==> src/rtl/mem_ctrl.sv <==
// mem_ctrl: single-outstanding CPU-to-RAM controller for a 16-bit word RAM.
// Converts byte addresses to word addresses and does byte stores as read-modify-write.
// Rejects misaligned word accesses and out-of-range addresses with a one-cycle error response.
//
// Ports:
//   clk, reset               clock, synchronous active-high reset
//   req_valid/req_ready      CPU request handshake (ready only while idle)
//   req_addr/wdata/we/byte   byte address, store data, store flag, byte-access flag
//   resp_valid               one-cycle completion pulse
//   resp_rdata/resp_err      registered load result / error flag, held until next response
//   ram_addr/din/be/we       RAM word address, write data, byte enables, write strobe
//   ram_dout                 RAM read data, one cycle after ram_addr is sampled
module mem_ctrl #(
    parameter int unsigned ADDR_WORDS = 256
) (
    input  logic        clk,
    input  logic        reset,
    input  logic        req_valid,
    output logic        req_ready,
    input  logic [15:0] req_addr,
    input  logic [15:0] req_wdata,
    input  logic        req_we,
    input  logic        req_byte,
    output logic        resp_valid,
    output logic [15:0] resp_rdata,
    output logic        resp_err,
    output logic [15:0] ram_addr,
    output logic [15:0] ram_din,
    output logic [1:0]  ram_be,
    output logic        ram_we,
    input  logic [15:0] ram_dout
);

    typedef enum logic [2:0] {
        StIdle,
        StRd,
        StCap,
        StWr,
        StResp
    } state_t;

    // 17 bits so the comparison against a full 15-bit word index never wraps.
    localparam logic [16:0] LP_WORDS = 17'(ADDR_WORDS);

    state_t      r_state;
    state_t      w_state_next;
    logic [15:0] r_addr;
    logic [7:0]  r_wdata_lo;
    logic        r_we;
    logic        r_byte;
    logic [15:0] r_din;
    logic [15:0] r_resp_rdata;
    logic        r_resp_err;

    logic        w_accept;
    logic        w_err;
    logic [15:0] w_load_data;
    logic [15:0] w_merge;
    logic [15:0] w_resp_rdata;

    assign w_accept = req_valid && (r_state == StIdle);
    assign w_err    = (!req_byte && req_addr[0]) || ({2'b00, req_addr[15:1]} >= LP_WORDS);

    // Even byte address is the high byte of the word.
    assign w_load_data = !r_byte   ? ram_dout :
                         r_addr[0] ? {8'h00, ram_dout[7:0]} : {8'h00, ram_dout[15:8]};
    assign w_merge     = r_addr[0] ? {ram_dout[15:8], r_wdata_lo} : {r_wdata_lo, ram_dout[7:0]};

    // Only a load leaving CAP carries data; errors and stores respond with zero.
    assign w_resp_rdata = (r_state == StCap && !r_we) ? w_load_data : 16'h0000;

    always_comb begin
        w_state_next = r_state;
        unique case (r_state)
            StIdle: begin
                if (w_accept) begin
                    if (w_err) begin
                        w_state_next = StResp;
                    end else if (req_we && !req_byte) begin
                        w_state_next = StWr;
                    end else begin
                        w_state_next = StRd;
                    end
                end
            end
            StRd:   w_state_next = StCap;
            StCap:  w_state_next = (r_we && r_byte) ? StWr : StResp;
            StWr:   w_state_next = StResp;
            StResp: w_state_next = StIdle;
            default: w_state_next = StIdle;
        endcase
    end

    always_ff @(posedge clk) begin
        if (reset) begin
            r_state      <= StIdle;
            r_addr       <= 16'h0000;
            r_wdata_lo   <= 8'h00;
            r_we         <= 1'b0;
            r_byte       <= 1'b0;
            r_din        <= 16'h0000;
            r_resp_rdata <= 16'h0000;
            r_resp_err   <= 1'b0;
        end else begin
            r_state <= w_state_next;
            if (w_accept) begin
                r_addr     <= req_addr;
                r_wdata_lo <= req_wdata[7:0];
                r_we       <= req_we;
                r_byte     <= req_byte;
                r_din      <= req_wdata;
            end
            // Byte store: fold the new byte into the word just read back.
            if (r_state == StCap && r_we) begin
                r_din <= w_merge;
            end
            if (w_state_next == StResp) begin
                r_resp_rdata <= w_resp_rdata;
                r_resp_err   <= (r_state == StIdle);
            end
        end
    end

    assign req_ready  = (r_state == StIdle);
    assign resp_valid = (r_state == StResp);
    assign resp_rdata = r_resp_rdata;
    assign resp_err   = r_resp_err;
    assign ram_addr   = {1'b0, r_addr[15:1]};
    assign ram_din    = r_din;
    assign ram_be     = 2'b11;
    // Gated by reset so a reset landing in WR cancels the write.
    assign ram_we     = (r_state == StWr) && !reset;

endmodule

==> config.mk <==
export PLATFORM = sky130hd
export DESIGN_NAME = mem_ctrl
export DESIGN_NICKNAME = d
export VERILOG_FILES = /design/src/rtl/mem_ctrl.sv
export SDC_FILE = /design/constraint.sdc
export NUM_CORES = 1
export LEC_CHECK = 0
export ABC_AREA = 1
export CORE_ASPECT_RATIO = 1.1
export CORE_MARGIN = 3
export CORE_UTILIZATION = 49
export CTS_CLUSTER_SIZE = 14
export DETAILED_ROUTE_END_ITERATION = 10
export GPL_TIMING_DRIVEN = 0
export PLACE_DENSITY = 0.92
export SLEW_MARGIN = 10
export SYNTH_ARGS = -nofsm -noshare
export SYNTH_HDL_FRONTEND = slang
export SYNTH_SLANG_ARGS = --single-unit
==> constraint.sdc <==
create_clock -name clk -period 3.6 [get_ports clk]
set_clock_uncertainty 0.05 [all_clocks]
set_input_delay 0.72 -clock clk [delete_from_list [all_inputs] [get_ports clk]]
set_output_delay 0.72 -clock clk [all_outputs]
set_load 0.02 [all_outputs]
Word-level counts from Yosys, hierarchy flattened:

Index checks and enable logic that the tools add are counted.

* memories: 0
* output and inout port bits: 54
* latch bits: 0
* bits in writable memories: 0
* ROM bits: 0
* flip-flop bits (word level): 62

* reduce and logical (&&, ||, !) cells: 13
* equality and inequality tests: 5
* multiplexer cells: 11
* $lt $le $gt $ge: 1
* $mul: 0
* add/subtract/negate cells: 0
* div/mod/pow operators: 0
* bitwise operators: 0
* shift-type cells: 0

Operator list (number)
* $mux W16: 5
* $ge A15 B9 Y1 const B: 1
* $pmux W3 S4: 1
* $mux W3: 3
* $mux W8: 1
* $logic_and A1 B1 Y1: 7
* $eq A3 B2 Y1 const B: 2
* $eq A3 B3 Y1 const B: 2
* $eq A3 B1 Y1 const B: 1
* $logic_not A1 Y1: 3
* $logic_not A3 Y1: 1
* $mux W2: 1
* $reduce_bool A2 Y1: 1
* $logic_or A1 B1 Y1: 1

Depth between registers and ports, before layout:

Gate-level depths: netlist (run 1).

* depth in word-level cells: 7
* mapped depth: 9

Worst setup path after synthesis (run 1):

No wires, ideal clock.

* kind: input-to-output
* start: input port reset
* end: output port ram_we
* stages on the path: 1
* required time: 2830 ps
* buffers on the path: 0
* arrival time: 1205 ps
* setup slack: 1625 ps
* cells stage by stage: nor3_1

* longest elaborated chain between the ends: 2

RTL lines
* start: declaration: RTL line 17 `input logic reset,`
* $logic_not A1 Y1: RTL line 132 `assign ram_we = (r_state == StWr) && !reset;`
* $logic_and A1 B1 Y1: RTL line 132
* end: declaration: RTL line 30 `output logic ram_we,`

No other way between the ends.

Worst setup path in the final report (run 1):

Same ends and word-level chain as after synthesis.

==> results.env, run 1 <==
STATUS='complete, no violations'
CRIT_FAMILY='buffers and inverters'
WORSTPATHCELLLIST='clkdlybuf4s50_1 > nor3_1 > clkdlybuf4s50_1'
FLOORPLAN.INITIALDENSITY_PCT=51.9
DETAIL-ROUTE-ANTENNA-NETS=0
SWITCHING_POWER_mW=0.514
CTS_TREE='yes'
GRT_USE_TOTAL_PCT=27.1
CORE_UM2=5910
CLOCK-SINKS=62
IOPINCOUNT=107
REG2REG_FROM='r_addr[0]$_SDFFE_PP0P_'
ROUTE.DETAILED.VIAS_PER_INST=5.07
PWR-SHARE-COMB_PCT=21.6
ROUTED-VIA-COUNT=3319
ANTENNA_CELLS_INSERTED=0
REPORT.FINAL.SLEW_VIOL_COUNT=0
GR-MAX-USAGE-LAYER='met2'
OVERFLOW=0
FF2FF_SETUP_SLACK_PS=2020
WORST_SETUP_SLACK_AFTER_PLACEMENT_PS=767
YOSYS_WARNINGS=0
GRT_SETUP_UNREPAIRED='no'
HOLD_SLACK_PS=421
MIN_PATH_TYPE='flip-flop to flip-flop'
WORST_REG2REG_PATH_LENGTH_IN_CELLS=8
WIRE_LENGTH_PER_CELL_AFTER_DETAILED_ROUTING_UM=14.3
WORST-PATH-BUF-INV=2
GRT_PASS1_VIAS=3311
CRIT_ARRIVAL_PS=2050
CLOCK-ROOT-BUFFER='clkbuf_8'
TIMING.CRITICAL_PATH.FROM='reset'
LEAKAGEPOWER_nW=1.94
FINALWORSTSETUPSLACK_PS=780
CRITICAL-PATH-TOP-CELL-BY-COUNT='clkdlybuf4s50_1'
SLEW_HEADROOM_PCT=62.9
NUMPORTBUFFERS=103
POWER.DENSITY_nW_PER_UM2=397
FINAL_AREA_UM2=4400
POST_SYNTH_INST_COUNT=457
FLOORPLAN.DIE.HEIGHT_UM=89.0
FINAL-SETUP-VIOL-COUNT=0
CLOCK_LATENCY_PS=340
GROUTE.LAYER.MET3.USAGE_PCT=6.85
GRT_FIRST_PASS_WIRELENGTH_UM=15000
TIMING.CRITICAL_PATH.DEPTH=3
TIMING.SETUP.CRITICAL_PATH_CLASS='input pin to output port'
GRT_START_MAX_NET_PINS=13
STARTPOINT_TYPE='input pin'
CRIT_REQUIRED_PS=2830
SYNTH_CELL_TYPES=19
GR-USAGE-MET1_PCT=31.5
DRIVE_GT1_SHARE_PCT=11.3
GRTUSAGEMET2_PCT=46.6
NUM-FILL-CELLS=470
SYNTH_SEQ_AREA_SHARE_PCT=40.4
NUMCTSBUFFERS=9
CRITICAL_PATH_ENDPOINT='ram_we'
HOLD_START='r_addr[6]$_SDFFE_PP0P_'
FINALCRITPERIODSHARE_PCT=78.3
FLOORPLAN.DIE_AREA_UM2=7250
TIMING.CRITICAL_PATH.SLOWEST_STAGE_CELL='clkdlybuf4s50_1'
CTS_RESIZED=0
POWER_FRAC_SEQ_PCT=43.2
SWSHARE_PCT=29.4
CLOCKPOWERSHARE_PCT=35.2
MAXCLOCKFREQUENCY_GHz=0.355
FINALHOLDVIOLCOUNT=0
PATH_CLK_SLEW_PS=70
CTS-HOLD-FIX-BUFFERS=0
YS_SEQ_ELEMENTS=62
ANTENNA_FOUND_INITIAL=0
GP_CONGESTION=0.958
CP-END-KIND='output port'
SETUP_TNS_PS=0
FP.DIEW_UM=81.5
FINALWIRELENGTH_UM=9350
FINAL_PERIOD_MINUS_WORST_SETUP_SLACK_PS=2820
DRV.MAX_CAP_VIOLATION_COUNT=0
NETS=625
CLOCK_TREE.HTREE_LEVEL_COUNT=3
DRT-INITIAL-DRC-COUNT=130
DRT_DRC_VIOLATIONS_LEFT=0
DETAILED_PLACE.AREA_UM2=4200
CELL_INTERNAL_POWER_mW=1.23
TIMING.HOLD.WORST_PATH_DEPTH=2
DETAIL_ROUTE.FIRST_PASS.ITERATIONS=5
FLOORPLAN.ROWS=29
WORSTREG2REGEND='resp_rdata[2]$_SDFFE_PP0N_'
DP_HPWL_UM=7310
ACTUAL_SLEW_AT_THE_WORST_MAX_SLEW_PIN_PS=556
CLOCK_TREE.BUFFER_DEPTH=2
VDD.IR_DROP.WORST_mV=0.295
CP_SLOWEST_STAGE_DELAY_PS=630
SYNTH_AREA_PER_CELL_UM2=6.72
SYNTH.CELL_AREA_UM2=3070
AREA.GROWTH.SYNTH_TO_FINAL_PCT=43.3
CTS.REPAIR_TIMING.SETUP_BUFFER_COUNT=0
POST-ROUTE-UTIL_PCT=74.4
PATH_MAX_FANOUT=5
## kinds of logic (layout without fill, tap and decap cells)
logic type      Yosys count  count (layout)  synth area share (%)
simple gates            203             203                  26.6
compound gates           97              97                  16.6
buf+inv                  93             212                  16.1
flops                    62              62                  40.4
other cells               2               3                 0.245
## worst min path at each step
| stage | end | slack (ps) |
|---|---|---|
| floorplan | r_addr[2]$_SDFFE_PP0P_ | 390 |
| global placement | r_addr[4]$_SDFFE_PP0P_ | 400 |
| detailed placement | r_addr[6]$_SDFFE_PP0P_ | 410 |
| CTS | r_addr[6]$_SDFFE_PP0P_ | 420 |
| global route | r_addr[5]$_SDFFE_PP0P_ | 450 |
| finish | r_addr[6]$_SDFFE_PP0P_ | 420 |
## metrics by stage
step	std cells	total power, mW
2_1_floorplan	458	0.968
3_3_place_gp	638	1.13
3_5_place_dp	638	1.14
4_1_cts	654	1.75
5_1_grt	654	1.83
6_report	654	1.74
## synth_stat cells
| master | number | area (um2) |
|---|---|---|
| o21ai_0 | 37 | 185 |
| nand3_1 | 24 | 120 |
| dfxtp_1 | 62 | 1240 |
| clkbuf_1 | 6 | 22.5 |
| inv_1 | 45 | 169 |
| nor2_2 | 2 | 12.5 |
| nor2_1 | 44 | 165 |
| buf_6 | 7 | 78.8 |
| nand2_1 | 127 | 477 |
| buf_2 | 7 | 35.0 |
| buf_4 | 22 | 165 |
| o21bai_4 | 1 | 18.8 |
| a21oi_1 | 50 | 250 |
| a31oi_1 | 9 | 56.3 |
| inv_2 | 6 | 22.5 |
| nand3_2 | 2 | 20.0 |
| nor3_1 | 2 | 10.0 |
| nand2_2 | 2 | 12.5 |
| conb_1 | 2 | 7.51 |
## cells in the final DEF, fill, tap and decap left out
cell type	count
nand2_1	127
clkdlybuf4s50_1	103
dfxtp_1	62
a21oi_1	50
inv_1	45
nor2_1	44
o21ai_0	37
nand3_1	24
buf_4	22
a31oi_1	9
clkbuf_8	9
buf_2	7
buf_6	7
inv_2	6
clkbuf_1	6
conb_1	3
clkinvlp_4	3
nor2_2	2
nor3_1	2
nand3_2	2
nand2_2	2
clkinv_4	2
o21bai_4	1
clkinv_2	1
bufinv_16	1
## per-layer routing
| metal | share of wire (%) | wire, um | vias to the layer above |
|---|---|---|---|
| li1 | - | - | 1655 |
| met1 | 41 | 3830 | 1513 |
| met2 | 50 | 4650 | 125 |
| met3 | 6.6 | 617 | 26 |
| met4 | 2.7 | 248 | 0 |
| met5 | 0 | 0 | - |
## layout make-up
class / count / area, um2 / share of cell area [%]
Timing Repair Buffer: 103 / 1030 / 23.4
Clock buffer: 9 / 124 / 2.82
Multi-Input combinational cell: 303 / 1340 / 30.4
Buffer: 42 / 302 / 6.85
Sequential cell: 62 / 1240 / 28.2
Clock inverter: 7 / 75.1 / 1.71
Tap cell: 77 / 96.3 / 2.19
Inverter: 51 / 191 / 4.35
## state kept, by name, indices dropped and copies added (netlist names)
signal and count:
r_addr 16, r_wdata_lo 8, ram_din 16, r_byte 1, resp_err 1, resp_rdata 16
r_state 3, r_we 1
## power by group through the flow
stage               Clock [mW]  Sequential [mW]  Combinational [mW]
floorplan                    0            0.793               0.176
global placement             0            0.766               0.368
detailed placement           0            0.769               0.374
CTS                      0.618            0.753               0.377
global route             0.657            0.757               0.412
finish                   0.614            0.754               0.377
## tightest hold or removal path: stages (launching register included)
cell and delay, ps:
dfxtp_1 310, nand2_1 60, a21oi_1 60
Note: power is estimated with default switching activity, not from simulation.
==> run 2: changes to the inputs <==
--- a/config.mk
+++ b/config.mk
@@ -8,11 +8,11 @@
 export ABC_AREA = 1
 export CORE_ASPECT_RATIO = 1.1
 export CORE_MARGIN = 3
-export CORE_UTILIZATION = 49
+export CORE_UTILIZATION = 45
 export CTS_CLUSTER_SIZE = 14
 export DETAILED_ROUTE_END_ITERATION = 10
 export GPL_TIMING_DRIVEN = 0
-export PLACE_DENSITY = 0.92
+export PLACE_DENSITY = 0.86
 export SLEW_MARGIN = 10
 export SYNTH_ARGS = -nofsm -noshare
 export SYNTH_HDL_FRONTEND = slang
==> constraint.sdc (replaced) <==
create_clock -name clk -period 2.9 [get_ports clk]
set_clock_uncertainty 0.05 [all_clocks]
set_input_delay 0.58 -clock clk [delete_from_list [all_inputs] [get_ports clk]]
set_output_delay 0.58 -clock clk [all_outputs]
set_load 0.02 [all_outputs]
==> run 2 against run 1 <==
  * Sequential share of layout area is 0.24 points lower
  * Global-route usage shrank 3.6 points
  * Via count decreased by 4.0%
  * Power is 31% higher
  * Critical path depth stayed put
  * Largest cell class unchanged
==> results.env, run 2 (synthesized netlist as in run 1, its figures left out) <==
STATUS='complete, no violations'
TIMING.SETUP.CRITICAL_PATH_CLASS='input pin to output port'
FINALHOLDVIOLCOUNT=0  # unchanged
GRT_START_MAX_NET_PINS=12  # -1
MOST_COMMON_CELL_AFTER_LAYOUT_FILL_AND_TAPS_ASIDE='nand2_1'
WORST_REG2REG_PATH_LENGTH_IN_CELLS=6  # -2
CTS_TREE='yes'
NETS=625  # unchanged
LEAKAGEPOWER_nW=1.96  # +1.2%
VDD.IR_DROP.WORST_mV=0.451  # +53%
POWER.DENSITY_nW_PER_UM2=515  # +30%
FINALWIRELENGTH_UM=9100  # -2.6%
FLOORPLAN.DIE_AREA_UM2=7850  # +8.2%
IOPINCOUNT=107  # unchanged
WIRE_LENGTH_PER_CELL_AFTER_DETAILED_ROUTING_UM=13.9  # -3.1%
CLOCK-SINKS=62  # unchanged
CTS_RESIZED=0  # unchanged
FINALWORSTSETUPSLACK_PS=304  # -475 ps
LAYOUT.CELLS.MOST_COMMON_LIST='nand2_1 (127), clkdlybuf4s50_1 (103), dfxtp_1 (62), a21oi_1 (50), inv_1 (45)'
NUM-FILL-CELLS=570  # +21%
ANTENNA_CELLS_INSERTED=0  # unchanged
CTS-HOLD-FIX-BUFFERS=0  # unchanged
CORE_UM2=6380  # +7.9%
DETAIL_ROUTE.FIRST_PASS.ITERATIONS=5  # unchanged
CRIT_REQUIRED_PS=2270  # -560 ps
FLOORPLAN.INITIALDENSITY_PCT=48.1  # -3.8 points
SEQUENTIAL_CELL_AREA_UM2=1240  # unchanged
TIMING.HOLD.WORST_PATH_DEPTH=2  # unchanged
ANTENNA_FOUND_INITIAL=0  # unchanged
POST-ROUTE-UTIL_PCT=69.5  # -4.9 points
GRT_FIRST_PASS_WIRELENGTH_UM=14700  # -1.9%
FLOORPLAN.ROWS=30  # +3.4%
FINISH.CELL_COUNT_WITHOUT_FILLERS=657  # +0.46%
MULTI_INPUT_COMBINATIONAL_CELL_AREA_UM2=1340  # unchanged
FINAL-SETUP-VIOL-COUNT=0  # unchanged
ACTUAL_SLEW_AT_THE_WORST_MAX_SLEW_PIN_PS=559  # +3.40 ps
WORST_SETUP_SLACK_AFTER_PLACEMENT_PS=323  # -445 ps
CLOCK_TREE.HTREE_LEVEL_COUNT=3  # unchanged
MAXCLOCKFREQUENCY_GHz=0.385
FINAL_PERIOD_MINUS_WORST_SETUP_SLACK_PS=2600
CRIT_ARRIVAL_PS=1970  # -80 ps
SLEW_HEADROOM_PCT=62.7  # -0.23 points
FP.DIEW_UM=84.7  # +4.0%
ROUTE.DETAILED.VIAS_PER_INST=4.85  # -4.5%
NUMPORTBUFFERS=103  # unchanged
PLACED_CELLS=641  # +0.47%
CP-END-KIND='output port'
DRV.MAX_CAP_VIOLATION_COUNT=0  # unchanged
AREA.GROWTH.SYNTH_TO_FINAL_PCT=44.6
GRT_USE_TOTAL_PCT=23.4  # -3.6 points
NUMCTSBUFFERS=9  # unchanged
CLOCK-ROOT-BUFFER='clkbuf_8'
CLOCK_LATENCY_PS=350  # about the same
MIN_PATH_TYPE='flip-flop to flip-flop'
DP_HPWL_UM=6970  # -4.7%
FLOORPLAN.DIE.HEIGHT_UM=92.6  # +4.1%
REPORT.FINAL.SLEW_VIOL_COUNT=0  # unchanged
PATH_MAX_FANOUT=5  # unchanged
OVERFLOW=0  # unchanged
CLOCK_TREE.BUFFER_DEPTH=2  # unchanged
GRT_PASS1_VIAS=3175  # -4.1%
STARTPOINT_TYPE='input pin'
DRT-INITIAL-DRC-COUNT=168  # +29%
DRIVE_GT1_SHARE_PCT=11.3  # unchanged
ROUTED-VIA-COUNT=3185  # -4.0%
SETUP_TNS_PS=0  # unchanged
CTS.REPAIR_TIMING.SETUP_BUFFER_COUNT=0  # unchanged
GRT_SETUP_UNREPAIRED='no'
FINALCRITPERIODSHARE_PCT=89.5
DETAIL-ROUTE-ANTENNA-NETS=0  # unchanged
GP_CONGESTION=0.870  # -9.2%
DRT_DRC_VIOLATIONS_LEFT=0  # unchanged
PATH_CLK_SLEW_PS=70  # about the same
## run 2: cell types whose count changed in the layout (fill, tap and decap cells not counted), sizes merged
cell / change
clkinvlp: -2
bufinv: +1
clkinv: -1
clkbuf: +2
## run 2: per-stage QoR
stage / area, um2 / hold WS, ps / total power, mW
finish: 4440 / 421 / 2.28
global route: 4440 / 436 / 2.38
CTS: 4440 / 417 / 2.29
detailed placement: 4200 / 406 / 1.42
global placement: 4200 / 402 / 1.41
floorplan: 3070 / 394 / 1.20
## run 2: report_power, final
part / internal (mW) / switching [mW] / total (mW)
Clock: 0.531 / 0.351 / 0.882
Combinational: 0.227 / 0.240 / 0.466
Sequential: 0.904 / 0.0307 / 0.935
## run 2: path summary, 6_finish.rpt
check | slack (ps) | to | startpoint
setup / recovery | 300 | ram_we | reset
hold / removal | 420 | r_addr[8]$_SDFFE_PP0P_ | r_addr[8]$_SDFFE_PP0P_
setup reg to reg | 1420 | ram_din[7]$_SDFFE_PP0P_ | r_state[1]$_SDFF_PP0_
hold reg to reg | 420 | r_addr[8]$_SDFFE_PP0P_ | r_addr[8]$_SDFFE_PP0P_
## run 2: metal layers
metal / share of wire [%] / GRT usage, % / routed length, um
met5: 0 / 0 / 0
met4: 1.5 / 8.58 / 136
met3: 8.1 / 6.49 / 741
met2: 49 / 42.2 / 4490
met1: 41 / 26.1 / 3730
## run 2: area by class of cell
class                   count  area share, %
plain buffers              42           6.80
clock buffers              11           3.41
clock inverters             5           1.83
inverters                  51           4.31
multi-input cells         303           30.2
flip-flops and latches     62           28.0
well taps                  80           2.26
repair buffers            103           23.2
## run 2: critical path: stages
cell and delay, ps:
clkdlybuf4s50_1 520, nor3_1 220, clkdlybuf4s50_1 640
==> run 3: changes to the inputs <==
--- a/config.mk
+++ b/config.mk
@@ -6,12 +6,9 @@
 export NUM_CORES = 1
 export LEC_CHECK = 0
 export ABC_AREA = 1
-export CORE_ASPECT_RATIO = 1.1
 export CORE_MARGIN = 3
 export CORE_UTILIZATION = 45
-export CTS_CLUSTER_SIZE = 14
 export DETAILED_ROUTE_END_ITERATION = 10
-export GPL_TIMING_DRIVEN = 0
 export PLACE_DENSITY = 0.86
 export SLEW_MARGIN = 10
 export SYNTH_ARGS = -nofsm -noshare
==> run 3 against run 2 <==
  * Sequential share of layout area rose by 2.1 points
  * Final cell count decreased by 6.2%
  * First-iteration DRC count stayed put
  * Wire length down 7.9%
  * Sequential power is 0.4% higher
  * Clock power down 12%
  * Critical path type unchanged
==> results.env, run 3 (synthesized netlist as in run 1, its figures left out) <==
FP.DIEW_UM=88.6  # +4.5%
NUMCTSBUFFERS=9  # unchanged
NUMPORTBUFFERS=103  # unchanged
FINAL_AREA_UM2=4130  # -6.9%
PATH_MAX_FANOUT=2  # -3
LEAKAGEPOWER_nW=1.79  # -9.1%
FINALHOLDVIOLCOUNT=0  # unchanged
CRIT_REQUIRED_PS=2270  # about the same
DRT-INITIAL-DRC-COUNT=168  # unchanged
CRIT_ARRIVAL_PS=1820  # -150 ps
CLOCK_TREE.BUFFER_DEPTH=2  # unchanged
DRIVE_GT1_SHARE_PCT=5.94  # -5.3 points
POWER.DENSITY_nW_PER_UM2=516  # +0.19%
ROUTE.DETAILED.VIAS_PER_INST=5.03  # +3.8%
AREA.GROWTH.SYNTH_TO_FINAL_PCT=34.5
SEQUENTIAL_CELL_AREA_UM2=1240  # unchanged
FLOORPLAN.DIE_AREA_UM2=7850  # about the same
ANTENNA_CELLS_INSERTED=0  # unchanged
PATH_CLK_SLEW_PS=60  # about the same
CLOCK-SINKS=62  # unchanged
WIRE_LENGTH_PER_CELL_AFTER_DETAILED_ROUTING_UM=13.6  # -1.7%
VDD.IR_DROP.WORST_mV=0.257  # -43%
NETS=587  # -6.1%
GRT_USE_TOTAL_PCT=21.9  # -1.5 points
DRT_DRC_VIOLATIONS_LEFT=0  # unchanged
LAYOUT.CELLS.MOST_COMMON_LIST='nand2_1 (127), clkdlybuf4s50_1 (103), dfxtp_1 (62), a21oi_1 (50), inv_1 (45)'
FINAL-SETUP-VIOL-COUNT=0  # unchanged
DETAILED_PLACE.AREA_UM2=3930  # -6.5%
CLOCK_LATENCY_PS=340  # about the same
FINALWIRELENGTH_UM=8390  # -7.9%
REPORT.FINAL.SLEW_VIOL_COUNT=0  # unchanged
DP_HPWL_UM=5900  # -15%
CTS-HOLD-FIX-BUFFERS=0  # unchanged
FLOORPLAN.INITIALDENSITY_PCT=47.3  # -0.84 points
CTS.REPAIR_TIMING.SETUP_BUFFER_COUNT=0  # unchanged
CLOCK-ROOT-BUFFER='clkbuf_8'
FLOORPLAN.ROWS=29  # -3.3%
STATUS='complete, no violations'
TOTAL_POWER_mW=2.13  # -6.8%
SETUP_TNS_PS=0  # unchanged
PLACED_CELLS=600  # -6.4%
CORE_UM2=6490  # +1.8%
GRT_SETUP_UNREPAIRED='no'
FINAL_PERIOD_MINUS_WORST_SETUP_SLACK_PS=2450  # -142 ps
CP-END-KIND='output port'
CTS_RESIZED=0  # unchanged
FLOORPLAN.DIE.HEIGHT_UM=88.6  # -4.4%
OVERFLOW=0  # unchanged
ACTUAL_SLEW_AT_THE_WORST_MAX_SLEW_PIN_PS=558  # -1.53 ps
GRT_FIRST_PASS_WIRELENGTH_UM=13500  # -8.3%
WORST_SETUP_SLACK_AFTER_PLACEMENT_PS=442  # +120 ps
CLOCK_TREE.HTREE_LEVEL_COUNT=3  # unchanged
STARTPOINT_TYPE='input pin'
CTS_TREE='yes'
NUM-FILL-CELLS=566  # -0.70%
MAXCLOCKFREQUENCY_GHz=0.408  # +5.8%
MIN_PATH_TYPE='flip-flop to flip-flop'
GP_CONGESTION=0.895  # +2.8%
IOPINCOUNT=107  # unchanged
MOST_COMMON_CELL_AFTER_LAYOUT_FILL_AND_TAPS_ASIDE='nand2_1'
FINALWORSTSETUPSLACK_PS=446  # +142 ps
GRT_PASS1_VIAS=3039  # -4.3%
ANTENNA_FOUND_INITIAL=0  # unchanged
TIMING.SETUP.CRITICAL_PATH_CLASS='input pin to output port'
DETAIL-ROUTE-ANTENNA-NETS=0  # unchanged
FINISH.CELL_COUNT_WITHOUT_FILLERS=616  # -6.2%
MULTI_INPUT_COMBINATIONAL_CELL_AREA_UM2=1340  # unchanged
DETAIL_ROUTE.FIRST_PASS.ITERATIONS=4  # -1
DRV.MAX_CAP_VIOLATION_COUNT=0  # unchanged
FINALCRITPERIODSHARE_PCT=84.6  # -4.9 points
SLEW_HEADROOM_PCT=62.8  # about the same
ROUTED-VIA-COUNT=3101  # -2.6%
GRT_START_MAX_NET_PINS=36  # +24
==> run 3: path summary, 6_finish.rpt <==
path                     startpoint  cells past startpoint                          to  slack [ps]
max                           reset                      3                      ram_we         450
max reg2reg  r_addr[0]$_SDFFE_PP0P_                      7  resp_rdata[3]$_SDFFE_PP0N_        1160
min reg2reg  r_addr[4]$_SDFFE_PP0P_                      2      r_addr[4]$_SDFFE_PP0P_         410
min          r_addr[4]$_SDFFE_PP0P_                      2      r_addr[4]$_SDFFE_PP0P_         410
==> run 3: critical path: stages <==
cell and delay [ps]:
clkdlybuf4s50_1 420, nor3_1 190, clkdlybuf4s50_1 630
==> run 3: power breakdown <==
part,leakage (nW),switching [mW],total [mW],internal [mW]
clock network,0.106,0.335,0.775,0.440
logic,1.17,0.219,0.415,0.196
registers,0.510,0.0342,0.939,0.904
total,1.79,0.588,2.13,1.54
==> run 3: layout make-up <==
cell class                 instances  area share, %
inverter                          51           4.64
multi-input combinational        303           32.4
timing repair buffer             107           25.7
clock buffer                      12           3.76
clock inverter                     4           1.09
tap                               77           2.33
sequential                        62           30.1
==> run 3: metal layers <==
layer	vias to the layer above	track usage (%)	routed length [um]
met5	-	0	0
met4	0	7.83	135
met3	16	6.61	576
met2	96	38.2	4170
met1	1413	25.5	3500
li1	1576	-	-
==> run 3: stage by stage <==
| step | util, % | hold WS [ps] |
|---|---|---|
| 3_3_place_gp | 60.5 | 402 |
| 2_1_floorplan | - | 394 |
| 3_5_place_dp | 60.5 | 405 |
| 6_report | 63.6 | 412 |
| 5_1_grt | 63.6 | 426 |
| 4_1_cts | 63.6 | 415 |
